File: src/rtl/core_pkg.sv
// Shared definitions for the core memory subsystem: bus widths, the
// arbiter state encoding and the full-word byte-enable constant.
package core_pkg;

  localparam int ADDR_W = 8;
  localparam int DATA_W = 32;

  localparam logic [3:0] BE_WORD = 4'b1111;

  // Last grant decision; held for exactly one cycle to steer the response.
  typedef enum logic [1:0] {
    ST_IDLE = 2'd0,
    ST_IF   = 2'd1,
    ST_DM   = 2'd2,
    ST_ERR  = 2'd3
  } arb_state_t;

  // A word access is misaligned when either low byte-address bit is set.
  function automatic logic is_misaligned(input logic [1:0] addr_lo);
    return addr_lo != 2'b00;
  endfunction

endpackage

File: src/rtl/mem_arbiter_starve_counter.sv
// Saturating counter of consecutive cycles in which fetch was denied.
// Clear has priority over increment; at_max flags the saturation value.
module starve_counter #(
  parameter int MAX = 4,
  localparam int CW = $clog2(MAX + 1)
) (
  input  logic          clk,
  input  logic          rst,
  input  logic          inc,
  input  logic          clr,
  output logic          at_max
);

  localparam logic [CW-1:0] MAX_C = CW'(MAX);

  logic [CW-1:0] cnt;

  assign at_max = (cnt == MAX_C);

  // Count denied fetch cycles, holding at MAX until fetch is served or leaves.
  always_ff @(posedge clk or negedge rst) begin
    if (!rst) begin
      cnt <= '0;
    end else if (clr) begin
      cnt <= '0;
    end else if (inc && !at_max) begin
      cnt <= cnt + CW'(1);
    end
  end

endmodule

File: src/rtl/mem_arbiter.sv
// Single-port memory arbiter between instruction fetch (IF) and load/store
// (DM). DM wins conflicts unless IF has been denied STARVE_MAX cycles in a
// row. Grants and the memory drive are combinational; responses come back
// one cycle later from a registered state plus registered read data.
module mem_arbiter #(
  parameter int ADDR_W     = core_pkg::ADDR_W,
  parameter int DATA_W     = core_pkg::DATA_W,
  parameter int STARVE_MAX = 4
) (
  input  logic              clk,
  input  logic              rst,
  input  logic              if_req,
  input  logic [ADDR_W-1:0] if_addr,
  output logic              if_gnt,
  output logic              if_valid,
  output logic [DATA_W-1:0] if_rdata,
  input  logic              dm_req,
  input  logic              dm_we,
  input  logic [ADDR_W-1:0] dm_addr,
  input  logic [DATA_W-1:0] dm_wdata,
  input  logic [3:0]        dm_be,
  output logic              dm_gnt,
  output logic              dm_valid,
  output logic [DATA_W-1:0] dm_rdata,
  output logic              dm_err,
  output logic              mem_en,
  output logic              mem_we,
  output logic [ADDR_W-3:0] mem_addr,
  output logic [DATA_W-1:0] mem_wdata,
  output logic [3:0]        mem_be,
  input  logic [DATA_W-1:0] mem_rdata
);

  import core_pkg::*;

  arb_state_t state;
  arb_state_t state_nxt;
  logic       starve_max;
  logic       dm_mis;
  logic       dm_ok;
  logic       unused_if_lo;

  // Fetch ignores the byte offset: it always reads the enclosing word.
  assign unused_if_lo = ^if_addr[1:0];

  // Arbitration: DM by default, IF when alone or when it has starved long enough.
  assign if_gnt = if_req && (!dm_req || starve_max);
  assign dm_gnt = dm_req && !if_gnt;
  assign dm_mis = is_misaligned(dm_addr[1:0]);
  assign dm_ok  = dm_gnt && !dm_mis;

  // Memory drive: a misaligned DM grant is consumed without touching memory.
  assign mem_en    = if_gnt || dm_ok;
  assign mem_we    = dm_ok && dm_we;
  assign mem_be    = dm_ok ? (dm_be & BE_WORD) : 4'b0000;
  assign mem_addr  = dm_gnt ? dm_addr[ADDR_W-1:2] : if_addr[ADDR_W-1:2];
  assign mem_wdata = dm_wdata;

  // Next state is simply this cycle's grant decision.
  always_comb begin
    state_nxt = ST_IDLE;
    if (if_gnt) begin
      state_nxt = ST_IF;
    end else if (dm_gnt) begin
      state_nxt = dm_mis ? ST_ERR : ST_DM;
    end
  end

  // Denied fetch cycles accumulate; any fetch grant or idle fetch port resets.
  starve_counter #(
    .MAX (STARVE_MAX)
  ) u_starve (
    .clk    (clk),
    .rst    (rst),
    .inc    (if_req && !if_gnt),
    .clr    (!if_req || if_gnt),
    .at_max (starve_max)
  );

  // Grant edge: record the grant and capture read data for its requester.
  always_ff @(posedge clk or negedge rst) begin
    if (!rst) begin
      state    <= ST_IDLE;
      if_rdata <= '0;
      dm_rdata <= '0;
    end else begin
      state <= state_nxt;
      if (if_gnt) begin
        if_rdata <= mem_rdata;
      end
      if (dm_gnt) begin
        dm_rdata <= (dm_mis || dm_we) ? '0 : mem_rdata;
      end
    end
  end

  // Response strobes decode the one-cycle-old grant held in the state flop.
  assign if_valid = (state == ST_IF);
  assign dm_valid = (state == ST_DM) || (state == ST_ERR);
  assign dm_err   = (state == ST_ERR);

endmodule

File: config.mk
export PLATFORM = sky130hd
export DESIGN_NAME = mem_arbiter
export DESIGN_NICKNAME = d
export VERILOG_FILES = /design/src/rtl/core_pkg.sv /design/src/rtl/mem_arbiter_starve_counter.sv /design/src/rtl/mem_arbiter.sv
export SDC_FILE = /design/constraint.sdc
export NUM_CORES = 1
export LEC_CHECK = 0
export ABC_CLOCK_PERIOD_IN_PS = 2300
export BUFFER_PORTS_ARGS = -buffer_cell sky130_fd_sc_hd__buf_2
export CAP_MARGIN = 20
export CORE_UTILIZATION = 42
export DETAILED_ROUTE_END_ITERATION = 16
export GPL_TIMING_DRIVEN = 0
export PLACE_DENSITY = 0.79
export SLEW_MARGIN = 10
export SYNTH_ARGS = -nofsm -noshare
export SYNTH_HDL_FRONTEND = slang
export SYNTH_SLANG_ARGS = --single-unit
File: constraint.sdc
create_clock -name clk -period 2.3 [get_ports clk]
set_clock_uncertainty 0.05 [all_clocks]
set_input_delay 0.115 -clock clk [delete_from_list [all_inputs] [get_ports clk]]
set_output_delay 0.115 -clock clk [all_outputs]
set_load 0.01 [all_outputs]
==> summary.md <==
| Metric | Value |
|---|---|
| Max-slew violations | `0` |
| Worst setup SP type | `flop` |
| Routed Antenna Nets | `0` |
| Yosys reg bits | `between 60 and 70` |
| Clock Path Buffers | `2` |
| Worst slew pin tran | `approximately 0.68 ns` |
| Netlist cell types | `23` |
| Cts bufs inserted | `9` |
| Internal | `between 2000 and 2500 uW` |
| Power Dens Cells | `646.8 nW/um2` |
| Most frequent CP cell | `buf_6` |
| DR pass1 iterations | `4` |
| Core ar. | `between 7000 and 8000 um2` |
| Detailed Route WL | `between 9000 and 10000 um` |
| Die width | `a little under 90 um` |
| Final Hold Vio Count | `0` |
| Period Utilization, post-route | `0.9415` |
| Clk Latency, worst-skew pair | `0.33 ns` |
| Dpl ws | `~0.33 ns` |
| HP Class | `primary input to flop` |
| Register share of total power | `0.447` |
| Share of cells above drive strength 1 | `0.5268` |
| Port-buffer cells | `167` |
| Nets@finish | `~590` |
| Max-Cap Viols | `0` |
| Multi-input logic area | `slightly below 1000 um2` |
| Number of global-route vias before repair | `~2800` |
| CTS tree | `done` |
| Reg clk slew, reported paths | `about 0.07 ns` |
| Final cell count without fillers | `approximately 600` |
| Top Family by Delay on Critical Path | `buffers and inverters` |
| First-pass GRT wire length | `between 10000 and 15000 um` |
| Overflow after GRT | `0` |
| Placer Congestion | `0.8274` |
| H-Tree Depth | `3` |
| Full die area | `7958 um2` |
| Initial Utilization | `0.4381` |
| Relative slew slack | `0.5407` |
| Worst endpoint required time | `between 2 and 2.5 ns` |
| DR vias/cell | `between 4 and 5` |
| Tmin final | `about 2.2 ns` |
| Post-CTS setup buffers | `0` |
| Clock Sink Count | `between 60 and 70` |
| Fill count | `607` |
| Crit path max-delay cell type | `dfrtp_1` |
| Vias | `roughly 2900` |
| Post-Syn Area | `~3200 um2` |
| CP cell instances | `inv_2 > ha_4 > nand3_4 > and2_1 > buf_6 > buf_6 > mux2_4 > buf_2` |
| VDD IR max | `roughly 480 uV` |
| Switching part of the total | `0.2592` |
| Crit path buffers/inverters | `4` |
| Post-layout util | `0.6529` |
| Chip Height | `89.21 um` |
| Standard-cell row count | `31` |
| Ys Warns | `0` |
| Synthesized area per cell | `roughly 11 um2` |
| Comb power frac | `0.198` |
| Root buf cell | `clkbuf_8` |
| Type of the worst setup path | `flop to primary output` |
| Initial antenna violation count | `0` |
| Tot GR Track Use | `0.2252` |
| Cells after Synth | `285` |
| Setup ws final | `approximately 0.13 ns` |
| Status | `finished clean` |
| RSZ-0062 raised after global routing | `false` |
| Setup violators final | `0` |
| Area growth from synthesis to layout | `49.04%` |
| Routed len/inst | `about 15 um` |
| Placed Instances | `about 550` |
| Arr. time, crit path | `2.00 ns` |
| Crit path capture type | `primary output` |
| Register area share after synthesis | `0.5405` |
| IO Pins | `approximately 200` |
| Ant. Diodes | `0` |
| Remaining DRCs | `0` |
| Leak pwr | `between 0.002 and 0.0025 uW` |
| Post-DP HPWL | `~6400 um` |
| Seq. cell area | `around 1700 um2` |
| Largest net degree at the start of global routing | `37` |
| Initial DRC Count | `approximately 110` |
| Setup_tns | `0 ns` |
| Crit-path max FO | `10` |
| CP peak stage delay | `just over 0.4 ns` |
| F_max | `around 460 MHz` |
| Post-synthesis net count | `about 380` |
| Clk pwr share | `0.355` |
| Psw | `approximately 800 uW` |
## path summary, 6_finish.rpt
kind	to	slack [ns]	depth (start not counted)	start
min in group asynchronous	u_starve.cnt[2]$_DFFE_PN0P_	0.25	2	rst
worst min register to register	u_starve.cnt[0]$_DFFE_PN0P_	0.44	1	u_starve.cnt[0]$_DFFE_PN0P_
worst max-delay path	mem_addr[3]	0.13	8	u_starve.cnt[0]$_DFFE_PN0P_
worst min-delay path	if_rdata[30]$_DFFE_PN0P_	0.01	2	mem_rdata[30]
max in group asynchronous	if_rdata[10]$_DFFE_PN0P_	1.41	3	rst
worst max register to register	dm_rdata[15]$_DFFE_PN0N_	0.56	7	u_starve.cnt[0]$_DFFE_PN0P_
## per-stage QoR
stage | power, uW | hold slack [ns] | instance area (um2)
finish | 3079 | 0.01333 | 4761
global route | 3231 | 0.01171 | 4761
floorplan | 1681 | -0.2306 | 3194
global placement | 1931 | 0.3148 | 4154
detailed placement | 1957 | 0.04288 | 4177
CTS | 3092 | 0.0003132 | 4728
## cells by family (layout without fill, tap and decap cells)
| logic type | Yosys count | after routing | synth area share |
|---|---|---|---|
| buf+inv | 88 | 306 | 0.1555 |
| simple gates | 53 | 53 | 0.09949 |
| mux | 39 | 39 | 0.1418 |
| fa+ha+maj | 2 | 2 | 0.007833 |
| compound gates | 34 | 34 | 0.05484 |
| flops | 69 | 69 | 0.5405 |
## layout make-up
cell class,instances,share of cell area
Inverter,36,0.02838
Buffer,52,0.07595
Clock inverter,6,0.01813
Timing Repair Buffer,202,0.2518
Tap cell,99,0.02602
Sequential cell,69,0.3627
Clock buffer,10,0.02891
Multi-Input combinational cell,128,0.2081
## registers in the layout (all words and copies together), names as in the netlist
register	count
state	2
u_starve.cnt	3
dm_rdata	32
if_rdata	32
## placed cells by master, fill, tap and decap left out, types with 4 or more instances in the layout
| master | instances |
|---|---|
| dfrtp_1 | 69 |
| clkbuf_1 | 12 |
| buf_6 | 6 |
| dlygate4sd3_1 | 34 |
| o21ai_0 | 33 |
| buf_2 | 167 |
| clkbuf_8 | 10 |
| and3_1 | 6 |
| mux2_2 | 34 |
| buf_4 | 33 |
| nand4_1 | 32 |
| mux2_4 | 4 |
| inv_1 | 35 |
## synth_stat cells (all sizes together)
cell    instances  area (um2)
a21bo           1       10.01
nand3           3       20.02
nor2b           1       6.260
buf            40       316.5
dfrtp          69        1727
or2b            1       7.510
ha              2       25.02
clkbuf         12       45.04
o21ai          33       165.2
nand4          32       200.2
inv            36       135.1
mux2i           1       10.01
nor3            1       5.000
nand2           3       11.26
and3            6       37.54
nor2            3       11.26
mux2           38       442.9
and2            3       18.77
## layer usage
metal  track usage  vias up  wire [um]
met3       0.04709       21        554
met1        0.2586     1385       3583
met2        0.4101      122       4852
met5             0        -          0
met4       0.08802        0        175
li1              -     1361          -
## worst reg2reg max path: stages, from the launching register on
cell and delay (ns):
dfrtp_1 0.39, inv_2 0.06, ha_4 0.18, nand3_4 0.12, and2_1 0.15, buf_6 0.15
clkbuf_1 0.36, o21ai_0 0.15
## power groups by stage
stage | clock (uW) | combinational, uW | sequential, uW
CTS | 1110 | 605 | 1370
finish | 1090 | 611 | 1380
global placement | 0 | 542 | 1390
floorplan | 0 | 237 | 1440
detailed placement | 0 | 561 | 1400
global route | 1170 | 671 | 1390
## timing repair
action                                 4_1_cts  5_1_grt
setup endpoints to repair                    2        3
hold buffers                                32        2
resized for setup                            1        3
gates cloned                                 0        0
endpoints found under the hold margin       73        2
Note: power is estimated with default switching activity, not from simulation.
